<file path="config.mk">
export PLATFORM = sky130hd
export DESIGN_NAME = rom_read_datapath
export DESIGN_NICKNAME = d
export VERILOG_FILES = /design/src/rtl/rom_read_datapath.sv
export SDC_FILE = /design/constraint.sdc
export NUM_CORES = 1
export LEC_CHECK = 0
export BUFFER_PORTS_ARGS = -buffer_cell sky130_fd_sc_hd__clkbuf_2
export CORE_UTILIZATION = 40
export CTS_CLUSTER_DIAMETER = 30
export DETAILED_ROUTE_END_ITERATION = 8
export SETUP_SLACK_MARGIN = 0.15
export SKIP_LAST_GASP = 1
export SYNTH_ARGS = -nofsm -noshare
export SYNTH_HDL_FRONTEND = slang
export SYNTH_SLANG_ARGS = --single-unit
</file>
<file path="constraint.sdc">
create_clock -name hclk -period 2.39 [get_ports hclk]
set_input_delay 0.478 -clock hclk [delete_from_list [all_inputs] [get_ports hclk]]
set_output_delay 0.478 -clock hclk [all_outputs]
set_load 0.1 [all_outputs]
</file>
<file path="src/rtl/rom_read_datapath.sv">
// Data-phase stage behind the ROM response generator: drives the ROM macro,
// waits the access latency and returns lane-formatted data with a one-word last-read buffer.
//
// state  | meaning
// IDLE   | no transfer in flight, hready_data high, hrdata holds last value
// ROM_EN | rom_cen low for one cycle, ROM sampling rom_addr
// WAIT   | counting ROM access latency, hready_data low
// DONE   | data phase complete this cycle, may accept the next request
module rom_read_datapath #(
  parameter int ADDR_W   = 16,
  parameter int ROM_WAIT = 1,
  parameter int BUF_EN   = 1
) (
  input  logic              hclk,
  input  logic              n_hreset,
  input  logic              cen_in,
  input  logic [ADDR_W-1:0] haddr,
  input  logic [2:0]        hsize,
  input  logic              inv,
  output logic              rom_cen,
  output logic [ADDR_W-3:0] rom_addr,
  input  logic [31:0]       rom_rdata,
  output logic [31:0]       hrdata,
  output logic              hready_data
);

  localparam int WA_W = ADDR_W - 2;
  localparam logic [2:0] WAIT_TC = 3'(ROM_WAIT);

  generate
    if (ROM_WAIT < 1 || ROM_WAIT > 7) begin : g_bad_rom_wait
      $error("rom_read_datapath: ROM_WAIT must be in 1..7");
    end
  endgenerate

  typedef enum logic [1:0] {IDLE, ROM_EN, WAIT, DONE} state_t;

  state_t            state, state_nxt;
  logic [2:0]        cnt;
  logic [WA_W-1:0]   tag;
  logic [31:0]       buf_data;
  logic              tag_valid_q;
  logic              tag_valid;
  logic              fill_poison;
  logic [1:0]        off_q;
  logic [2:0]        size_q;
  logic              accept;
  logic              hit;
  logic              cnt_done;

  function automatic logic [31:0] lane_fmt(input logic [31:0] word,
                                           input logic [1:0]  off,
                                           input logic [2:0]  size);
    logic [31:0] r;
    r = '0;
    case (size)
      3'b000:  r[{off, 3'b000} +: 8]     = word[{off, 3'b000} +: 8];
      3'b001:  r[{off[1], 4'b0000} +: 16] = word[{off[1], 4'b0000} +: 16];
      default: r = word;
    endcase
    return r;
  endfunction

  assign tag_valid = (BUF_EN != 0) ? tag_valid_q : 1'b0;
  assign accept    = ((state == IDLE) || (state == DONE)) && !cen_in;
  assign hit       = accept && tag_valid && !inv && (haddr[ADDR_W-1:2] == tag);
  assign cnt_done  = (state == WAIT) && (cnt == WAIT_TC);

  always_comb begin
    state_nxt = state;
    case (state)
      IDLE, DONE: begin
        if (accept) state_nxt = hit ? DONE : ROM_EN;
        else        state_nxt = IDLE;
      end
      ROM_EN:  state_nxt = WAIT;
      WAIT:    if (cnt_done) state_nxt = DONE;
      default: state_nxt = IDLE;
    endcase
  end

  always_ff @(posedge hclk or negedge n_hreset) begin
    if (!n_hreset) begin
      state       <= IDLE;
      rom_cen     <= 1'b1;
      hready_data <= 1'b1;
      rom_addr    <= '0;
      hrdata      <= '0;
      cnt         <= '0;
      off_q       <= '0;
      size_q      <= '0;
      fill_poison <= 1'b0;
    end else begin
      state       <= state_nxt;
      rom_cen     <= (state_nxt != ROM_EN);
      hready_data <= (state_nxt == IDLE) || (state_nxt == DONE);

      if (accept) begin
        off_q       <= haddr[1:0];
        size_q      <= hsize;
        fill_poison <= 1'b0;
        if (!hit) rom_addr <= haddr[ADDR_W-1:2];
      end else if (((state == ROM_EN) || (state == WAIT)) && inv) begin
        // invalidate raced with an in-flight fill: return the data but do not cache it
        fill_poison <= 1'b1;
      end

      if (hit)           hrdata <= lane_fmt(buf_data, haddr[1:0], hsize);
      else if (cnt_done) hrdata <= lane_fmt(rom_rdata, off_q, size_q);

      if (state == ROM_EN)    cnt <= 3'd1;
      else if (state == WAIT) cnt <= cnt + 3'd1;
    end
  end

  always_ff @(posedge hclk or negedge n_hreset) begin
    if (!n_hreset) begin
      tag_valid_q <= 1'b0;
      tag         <= '0;
      buf_data    <= '0;
    end else begin
      if (cnt_done) begin
        buf_data <= rom_rdata;
        tag      <= rom_addr;
      end
      if (inv)                           tag_valid_q <= 1'b0;
      else if (cnt_done && !fill_poison) tag_valid_q <= 1'b1;
    end
  end

endmodule

</file>
==> qor.csv, run 1 <==
metric,value,unit
r2r-end,hrdata[10],
ys_seq_area_share,46.6,%
worst_slew_pin_slew,717,ps
fin_ws,261,ps
grt.total_usage,23.6,%
final_nets,754,
synth.distinct_cells,47,
yosysWarnings,0,
pre_cts_ws,68.6,ps
final_util,49.8,%
top_level_ports,103,
critPathMaxFanout,5,
numCtsBuffers,9,
cts_hold_buf,0,
std_cell_rows,43,
initial_core_util,41.1,%
required,2600,ps
cts_tree,done,
drv_cap,0,
drc,0,
timing.fmax,470,MHz
hpwl,11300,um
finClkSkew,9.20,ps
fin_cells,869,
rsz0062_at_grt,false,
reg2reg_depth,8,
die_w,121,um
gp_congestion,0.811,
wl_per_cell,19.1,um
routed_via_density,5.71,
r2r_slack,260,ps
synth_edf_count,0,
synth_ff_type,dfrtp_1,
syn-cell-area,5700,um2
vias,4961,
dieArea,14700,um2
io_buffers,102,
core,13900,um2
die_y,121,um
final_hold_viol_count,0,
path_class,register to register,
relSlewSlack,52.2,%
syn_area_per_cell,10.0,um2
fin_tns_setup,0,ps
cp.arrival,2340,ps
syn2layout_area_growth,21.3,%
slew_violations,0,
routed_wl,16600,um
clk_pin_slew,70,ps
clk_latency,360,ps
route.antenna.remaining_nets,0,
drt_iter0_drc,468,
syn_nets,640,
start_kind,register,
grt_max_degree,65,
hp-class,input port to async pin,
rr_startpoint,off_q[1],
status,"finished, final reports clean",
first_pass_iters,5,
grt_pass1_wl,26100,um
dpl.cell_count,850,
ys_ff_latch,106,
grt_overflow_total,0,
setup_viol,0,
fin_crit,2130,ps
synth-async-reset-ratio,100,%
n_antenna_cell,0,
clockBufferDepth,2,
root_buffer,clkbuf_16,
grt_pass1_vias,4737,
cts_htree_levels,3,
antenna_found_initial,0,
synthesis.instances,570,
fin_crit_sh,89.1,%
drive_above_1_share,30.2,%
end_kind,register,
cts_sinks,106,
## worst max-delay path, cell delays in order, from the launching register on
cell and delay [ps]:
dfrtp_1 380, inv_1 120, ha_1 290, nor4b_2 180
and4_2 300, buf_4 190, a221o_1 340, o211ai_1 70
o21ai_0 110
## area by class of cell
type                       instances  area (um2)
sequential                       106        2660
clock buffer                      12         256
fill                            1344        6960
multi-input combinational        415        2860
timing repair buffer             141         847
clock inverter                     4        32.5
tap                              180         225
inverter                          11        41.3
## flip-flops by register name (all words and copies together) (netlist names)
signal / count
state: 2
tag_valid: 1
tag: 14
rom_cen: 1
fill_poison: 1
off_q: 2
buf_data: 32
hrdata: 32
rom_addr: 14
cnt: 3
hready_data: 1
size_q: 3
## cell families (layout without fill, tap and decap cells)
| kind of cell | Yosys count | count (layout) | share of synthesized area (%) |
|---|---|---|---|
| and+or+nand+nor | 215 | 215 | 17.2 |
| AOI/OAI and AO/OA | 137 | 137 | 16.5 |
| DFF | 106 | 106 | 46.6 |
| buffers and inverters | 49 | 168 | 3.82 |
| muxes | 34 | 34 | 10.5 |
| adders and majority gates | 15 | 15 | 3.29 |
| xor gates and xnor gates | 14 | 14 | 2.15 |
## cell usage after synthesis, types with 2 or more instances
cell type	n	share of area [%]
clkbuf_1	21	1.4
xor2_1	14	2.2
mux2_2	7	1.4
nor2_1	9	0.59
a22oi_1	32	4.2
and4_1	2	0.31
inv_1	11	0.72
o211ai_1	32	4.2
a221o_1	16	2.8
buf_1	7	0.46
nor4_1	3	0.33
a211o_1	3	0.46
a21oi_1	8	0.70
mux2_4	10	2.6
dfrtp_1	104	46
nor3_2	2	0.35
mux4_2	16	6.3
ha_1	15	3.3
dfstp_2	2	0.92
o21ai_1	2	0.18
buf_2	7	0.61
o21ai_0	43	3.8
nand2_1	155	10
nor4_4	2	0.75
nand3_1	25	2.2
## stage by stage
| stage | cell area (um2) | hold WS (ps) |
|---|---|---|
| finish | 6920 | 98.5 |
| global route | 6920 | 138 |
| CTS | 6900 | 113 |
| detailed placement | 6580 | 483 |
| global placement | 6580 | 474 |
| floorplan | 5710 | 182 |
## per-layer routing
| layer | vias to the layer above | track usage [%] | part of all wire [%] |
|---|---|---|---|
| met3 | 24 | 3.05 | 7.2 |
| met2 | 231 | 36.3 | 47 |
| met4 | 0 | 8.95 | 1.9 |
| li1 | 2283 | - | - |
| met5 | - | 0 | 0 |
| met1 | 2423 | 33.6 | 44 |
## placed cells by master (no fill, tap or decap), types with 8 or more instances in the layout
master	n
ha_1	15
mux4_2	16
a22oi_1	32
inv_1	10
o21ai_0	43
a21oi_1	8
o211ai_1	32
nor2_1	8
mux2_4	10
dfrtp_1	104
nand3_1	25
nand2_1	155
xor2_1	14
a221o_1	16
clkbuf_2	101
buf_4	36
clkbuf_16	9
## worst max-delay path by stage
| stage | startpoint | endpoint | slack [ps] | cells past startpoint |
|---|---|---|---|---|
| global route | off_q[1] | hrdata[10] | 150 | 8 |
| CTS | state[0] | rom_addr[2] | 220 | 9 |
| finish | off_q[1] | hrdata[10] | 260 | 8 |
| detailed placement | state[0] | hrdata[12] | 70 | 8 |
| global placement | cen_in | hrdata[26] | 150 | 7 |
| floorplan | off_q[1] | hrdata[14] | 190 | 9 |
## what timing repair did
action,CTS,global route
resized for setup,1,5
setup buffers,3,0
setup endpoints to repair,46,46
gates cloned,0,0
pin swaps,2,1
Power of run 1 is left out: the tool's default activity adds up to more than one toggle a clock period on the data nets, which glitch-free logic cannot reach.
==> run 2, diff against run 1 <==
- CORE_UTILIZATION: 40 -> 51
- PLACE_DENSITY: default -> 0.77
==> qor.csv, run 2 (synthesized netlist as in run 1, its figures left out) <==
metric,value,unit,change
end_kind,register,,
dieArea,11600,um2,-21%
setup_viol,0,,unchanged
fin_tns_setup,0,ps,unchanged
critPathMaxFanout,13,,+8
die_w,108,um,-11%
gp_congestion,0.857,,+5.7%
n_antenna_cell,0,,unchanged
first_pass_iters,5,,unchanged
status,"finished, final reports clean",,
hp-class,input port to async pin,,
drive_above_1_share,28.8,%,-1.4 points
final_cell_mix,"155 x nand2_1, 104 x dfrtp_1, 101 x clkbuf_2",,
slew_violations,0,,unchanged
antenna_found_initial,0,,unchanged
start_kind,register,,
crit_top_cell,buf_4,,
vias,5029,,+1.4%
routed_via_density,6.18,,+8.2%
core,10900,um2,-22%
rr_startpoint,tag[8],,
numCtsBuffers,9,,unchanged
crit_slowest_cell,dfrtp_1,,
clk_latency,380,ps,+20 ps
dpl.cell_count,793,,-6.7%
grt_max_degree,107,,+65%
worst_slew_pin_slew,697,ps,-20.1 ps
path_class,register to register,,
grt_overflow_total,0,,unchanged
top_level_ports,103,,unchanged
drv_cap,0,,unchanged
required,2660,ps,+60 ps
root_buffer,clkbuf_8,,
startpoint,tag[8],,
cts_tree,done,,
die_y,108,um,-11%
initial_core_util,52.4,%,+11 points
drt_iter0_drc,496,,+6.0%
io_buffers,102,,unchanged
route.antenna.remaining_nets,0,,unchanged
final_util,61.2,%,+11 points
fin_crit_sh,86.3,%,-2.7 points
wl_per_cell,19.2,um,+0.75%
clk_pin_slew,100,ps,+30 ps
r2r-end,rom_addr[2],,
final_nets,739,,-2.0%
crit_chain,xor2_1 > nor4_1 > buf_4 > nand4_1 > buf_4 > nand2_4 > buf_12 > mux2_2,,
clockBufferDepth,2,,unchanged
routed_wl,15700,um,-5.6%
layout_commonest_cell,nand2_1,,
drc,0,,unchanged
r2r_slack,330,ps,+70 ps
fin_crit,2060,ps,-65.5 ps
final_hold_viol_count,0,,unchanged
grt_pass1_wl,25100,um,-3.9%
grt_pass1_vias,4906,,+3.6%
syn2layout_area_growth,16.9,%,
reg.largest.list,"buf_data (32), hrdata (32)",,
slowest_delay,410,ps,+30 ps
rsz0062_at_grt,false,,
cts_htree_levels,3,,unchanged
finClkSkew,7.05,ps,-2.14 ps
cts_hold_buf,0,,unchanged
reg2reg_depth,8,,unchanged
timing.fmax,485,MHz,+3.2%
grt.total_usage,28.2,%,+4.6 points
cts_sinks,106,,unchanged
relSlewSlack,53.6,%,+1.3 points
hpwl,10100,um,-11%
cp.arrival,2330,ps,about the same
fin_cells,814,,-6.3%
std_cell_rows,38,,-12%
==> run 2: changes by cell type in the layout (fill, tap and decap cells not counted), moves of 2 or more <==
cell,before,now
buf_4,36,18
clkinv_4,0,3
clkbuf_16,9,0
and4_4,0,2
and4_2,2,0
clkbuf_8,2,9
==> run 2: routing by layer <==
layer  vias to the layer above  share of wire, %  global-route usage (%)  routed length, um
li1                       2242                 -                       -                  -
met1                      2415                40                    39.5               6250
met2                       307                47                    42.7               7370
met3                        65               8.8                    4.54               1380
met4                         0               4.3                    13.7                677
met5                         -                 0                       0                  0
==> run 2: cell type report <==
| class | instances | area, um2 |
|---|---|---|
| Clock buffer | 9 | 124 |
| Multi-Input combinational cell | 415 | 2870 |
| Fill cell | 909 | 4220 |
| Clock inverter | 7 | 55.1 |
| Timing Repair Buffer | 126 | 748 |
| Tap cell | 140 | 175 |
| Inverter | 11 | 41.3 |
| Sequential cell | 106 | 2660 |
==> run 2: worst max-delay path by stage <==
stage	cells after the start	end	slack, ps
2_1_floorplan	9	hrdata[14]	190
3_3_place_gp	8	hready_data	110
3_5_place_dp	8	hready_data	120
4_1_cts	7	rom_addr[0]	150
5_1_grt	8	hready_data	200
6_report	8	rom_addr[2]	330
==> run 2: timing repair <==
item                       CTS  global route
setup endpoints to repair    2            42
gates resized for setup      2             7
pin swaps                    1             3
cloned                       0             1
buffers inserted             0             4
==> run 2: metrics by stage <==
stage / setup WS [ps] / area [um2] / hold slack [ps]
final: 326 / 6670 / 120
after global routing: 196 / 6670 / 184
after CTS: 146 / 6600 / 181
after detailed placement: 116 / 6410 / 482
after global placement: 114 / 6410 / 473
after floorplan: 193 / 5710 / 182
==> run 2: worst max-delay path, delay by kind of cell, from the launching register on <==
family                    cells  cell delay [ps]
and+or+nand+nor               3              520
buffers and inverters         3              520
DFF                           1              410
muxes                         1              340
xor gates and xnor gates      1              160
Power of run 2 is left out for the same reason.
==> run 3, diff against run 2 <==
- MAX_ROUTING_LAYER: default -> met4
==> qor.csv, run 3 (synthesized netlist as in run 1, its figures left out) <==
metric,value,unit,change
reg.largest.list,"buf_data (32), hrdata (32)",,
hp-class,input port to async pin,,
crit_chain,xor2_1 > nor4_1 > buf_4 > nand4_1 > buf_4 > nand2_4 > buf_12 > mux2_2,,
status,"finished, final reports clean",,
vias,4991,,-0.76%
clk_pin_slew,100,ps,about the same
pre_cts_ws,116,ps,unchanged
drv_cap,0,,unchanged
layout_commonest_cell,nand2_1,,
cts_tree,done,,
critPathTopFamily,simple AND/OR/NAND/NOR gates,,
top_level_ports,103,,unchanged
clockBufferDepth,2,,unchanged
drt_iter0_drc,527,,+6.3%
std_cell_rows,38,,unchanged
die_w,108,um,unchanged
end_kind,register,,
final_hold_viol_count,0,,unchanged
n_antenna_cell,0,,unchanged
crit_buf_inv,3,,unchanged
route.antenna.remaining_nets,0,,unchanged
first_pass_iters,8,,+3
io_buffers,102,,unchanged
placed_cell_area,6410,um2,unchanged
fin_crit_sh,86.5,%,+0.18 points
worst_slew_pin_slew,716,ps,+19.2 ps
drive_above_1_share,28.8,%,unchanged
relSlewSlack,52.3,%,-1.3 points
slew_violations,0,,unchanged
grt_pass1_wl,25100,um,unchanged
core,10900,um2,unchanged
clk_latency,380,ps,about the same
routed_via_density,6.13,,-0.76%
grt.total_usage,29.0,%,+0.83 points
gp_congestion,0.871,,+1.6%
start_kind,register,,
antenna_found_initial,0,,unchanged
hpwl,10100,um,unchanged
critPathMaxFanout,13,,unchanged
crit_slowest_cell,dfrtp_1,,
grt_overflow_total,0,,unchanged
timing.fmax,484,MHz,-0.21%
cp.depth,8,,unchanged
grt_max_degree,107,,unchanged
cp.arrival,2340,ps,about the same
numCtsBuffers,9,,unchanged
path_class,register to register,,
syn2layout_area_growth,16.9,%,unchanged
rsz0062_at_grt,false,,
grt_pass1_vias,4892,,-0.29%
fin_cells,814,,unchanged
fin_tns_setup,0,ps,unchanged
fin_ws,322,ps,-4.32 ps
r2r-end,rom_addr[2],,
slowest_delay,410,ps,about the same
cts_sinks,106,,unchanged
die_y,108,um,unchanged
cts_hold_buf,0,,unchanged
final_nets,739,,unchanged
startpoint,tag[8],,
initial_core_util,52.4,%,unchanged
finClkSkew,8.48,ps,+1.43 ps
final_cell_mix,"155 x nand2_1, 104 x dfrtp_1, 101 x clkbuf_2",,
r2r_slack,320,ps,about the same
reg2reg_depth,8,,unchanged
dieArea,11600,um2,unchanged
required,2660,ps,about the same
cts_htree_levels,3,,unchanged
dpl.cell_count,793,,unchanged
wl_per_cell,19.3,um,+0.17%
crit_top_cell,buf_4,,
routed_wl,15700,um,+0.17%
root_buffer,clkbuf_8,,
rr_startpoint,tag[8],,
endpoint,rom_addr[2],,
fin_crit,2070,ps,+4.32 ps
finalInstanceArea,6670,um2,unchanged
setup_viol,0,,unchanged
drc,0,,unchanged
==> run 3: how the worst min path moves through the flow <==
stage	startpoint	end	slack (ps)	cells after the start
4_1_cts	n_hreset	buf_data[18]	180	2
2_1_floorplan	n_hreset	buf_data[0]	180	0
5_1_grt	n_hreset	buf_data[26]	180	2
3_5_place_dp	tag[4]	tag[4]	480	2
6_report	n_hreset	buf_data[26]	120	2
3_3_place_gp	rom_addr[2]	tag[2]	470	2
==> run 3: final cells by class <==
cell class / count / area [um2]
tap: 140 / 175
sequential: 106 / 2660
inverter: 11 / 41.3
timing repair buffer: 126 / 748
clock inverter: 7 / 55.1
clock buffer: 9 / 124
fill: 909 / 4220
multi-input combinational: 415 / 2870
==> run 3: timing repair <==
action / CTS / global route
cloned: 0 / 1
pin swaps: 1 / 3
endpoints found under the setup margin: 2 / 42
gates resized for setup: 2 / 7
setup buffers: 0 / 4
==> run 3: layer usage <==
layer,up-vias,wire [um],global-route usage [%]
li1,2247,-,-
met1,2404,6390,39.5
met2,284,7410,42.8
met3,56,1320,4.90
met4,0,578,13.1
met5,-,0,-
==> run 3: worst register-to-register path, stage by stage, from the launching register on <==
cell     delay, ps
dfrtp_1        410
xor2_1         160
nor4_1         380
buf_4          180
nand4_1         70
buf_4          190
nand2_4         70
buf_12         150
mux2_2         350
==> run 3: metrics by stage <==
step           util, %  hold slack, ps
2_1_floorplan        -             182
3_3_place_gp      58.9             473
3_5_place_dp      58.9             482
4_1_cts           60.6             181
5_1_grt           61.2             183
6_report          61.2             123
Power of run 3 is left out for the same reason.
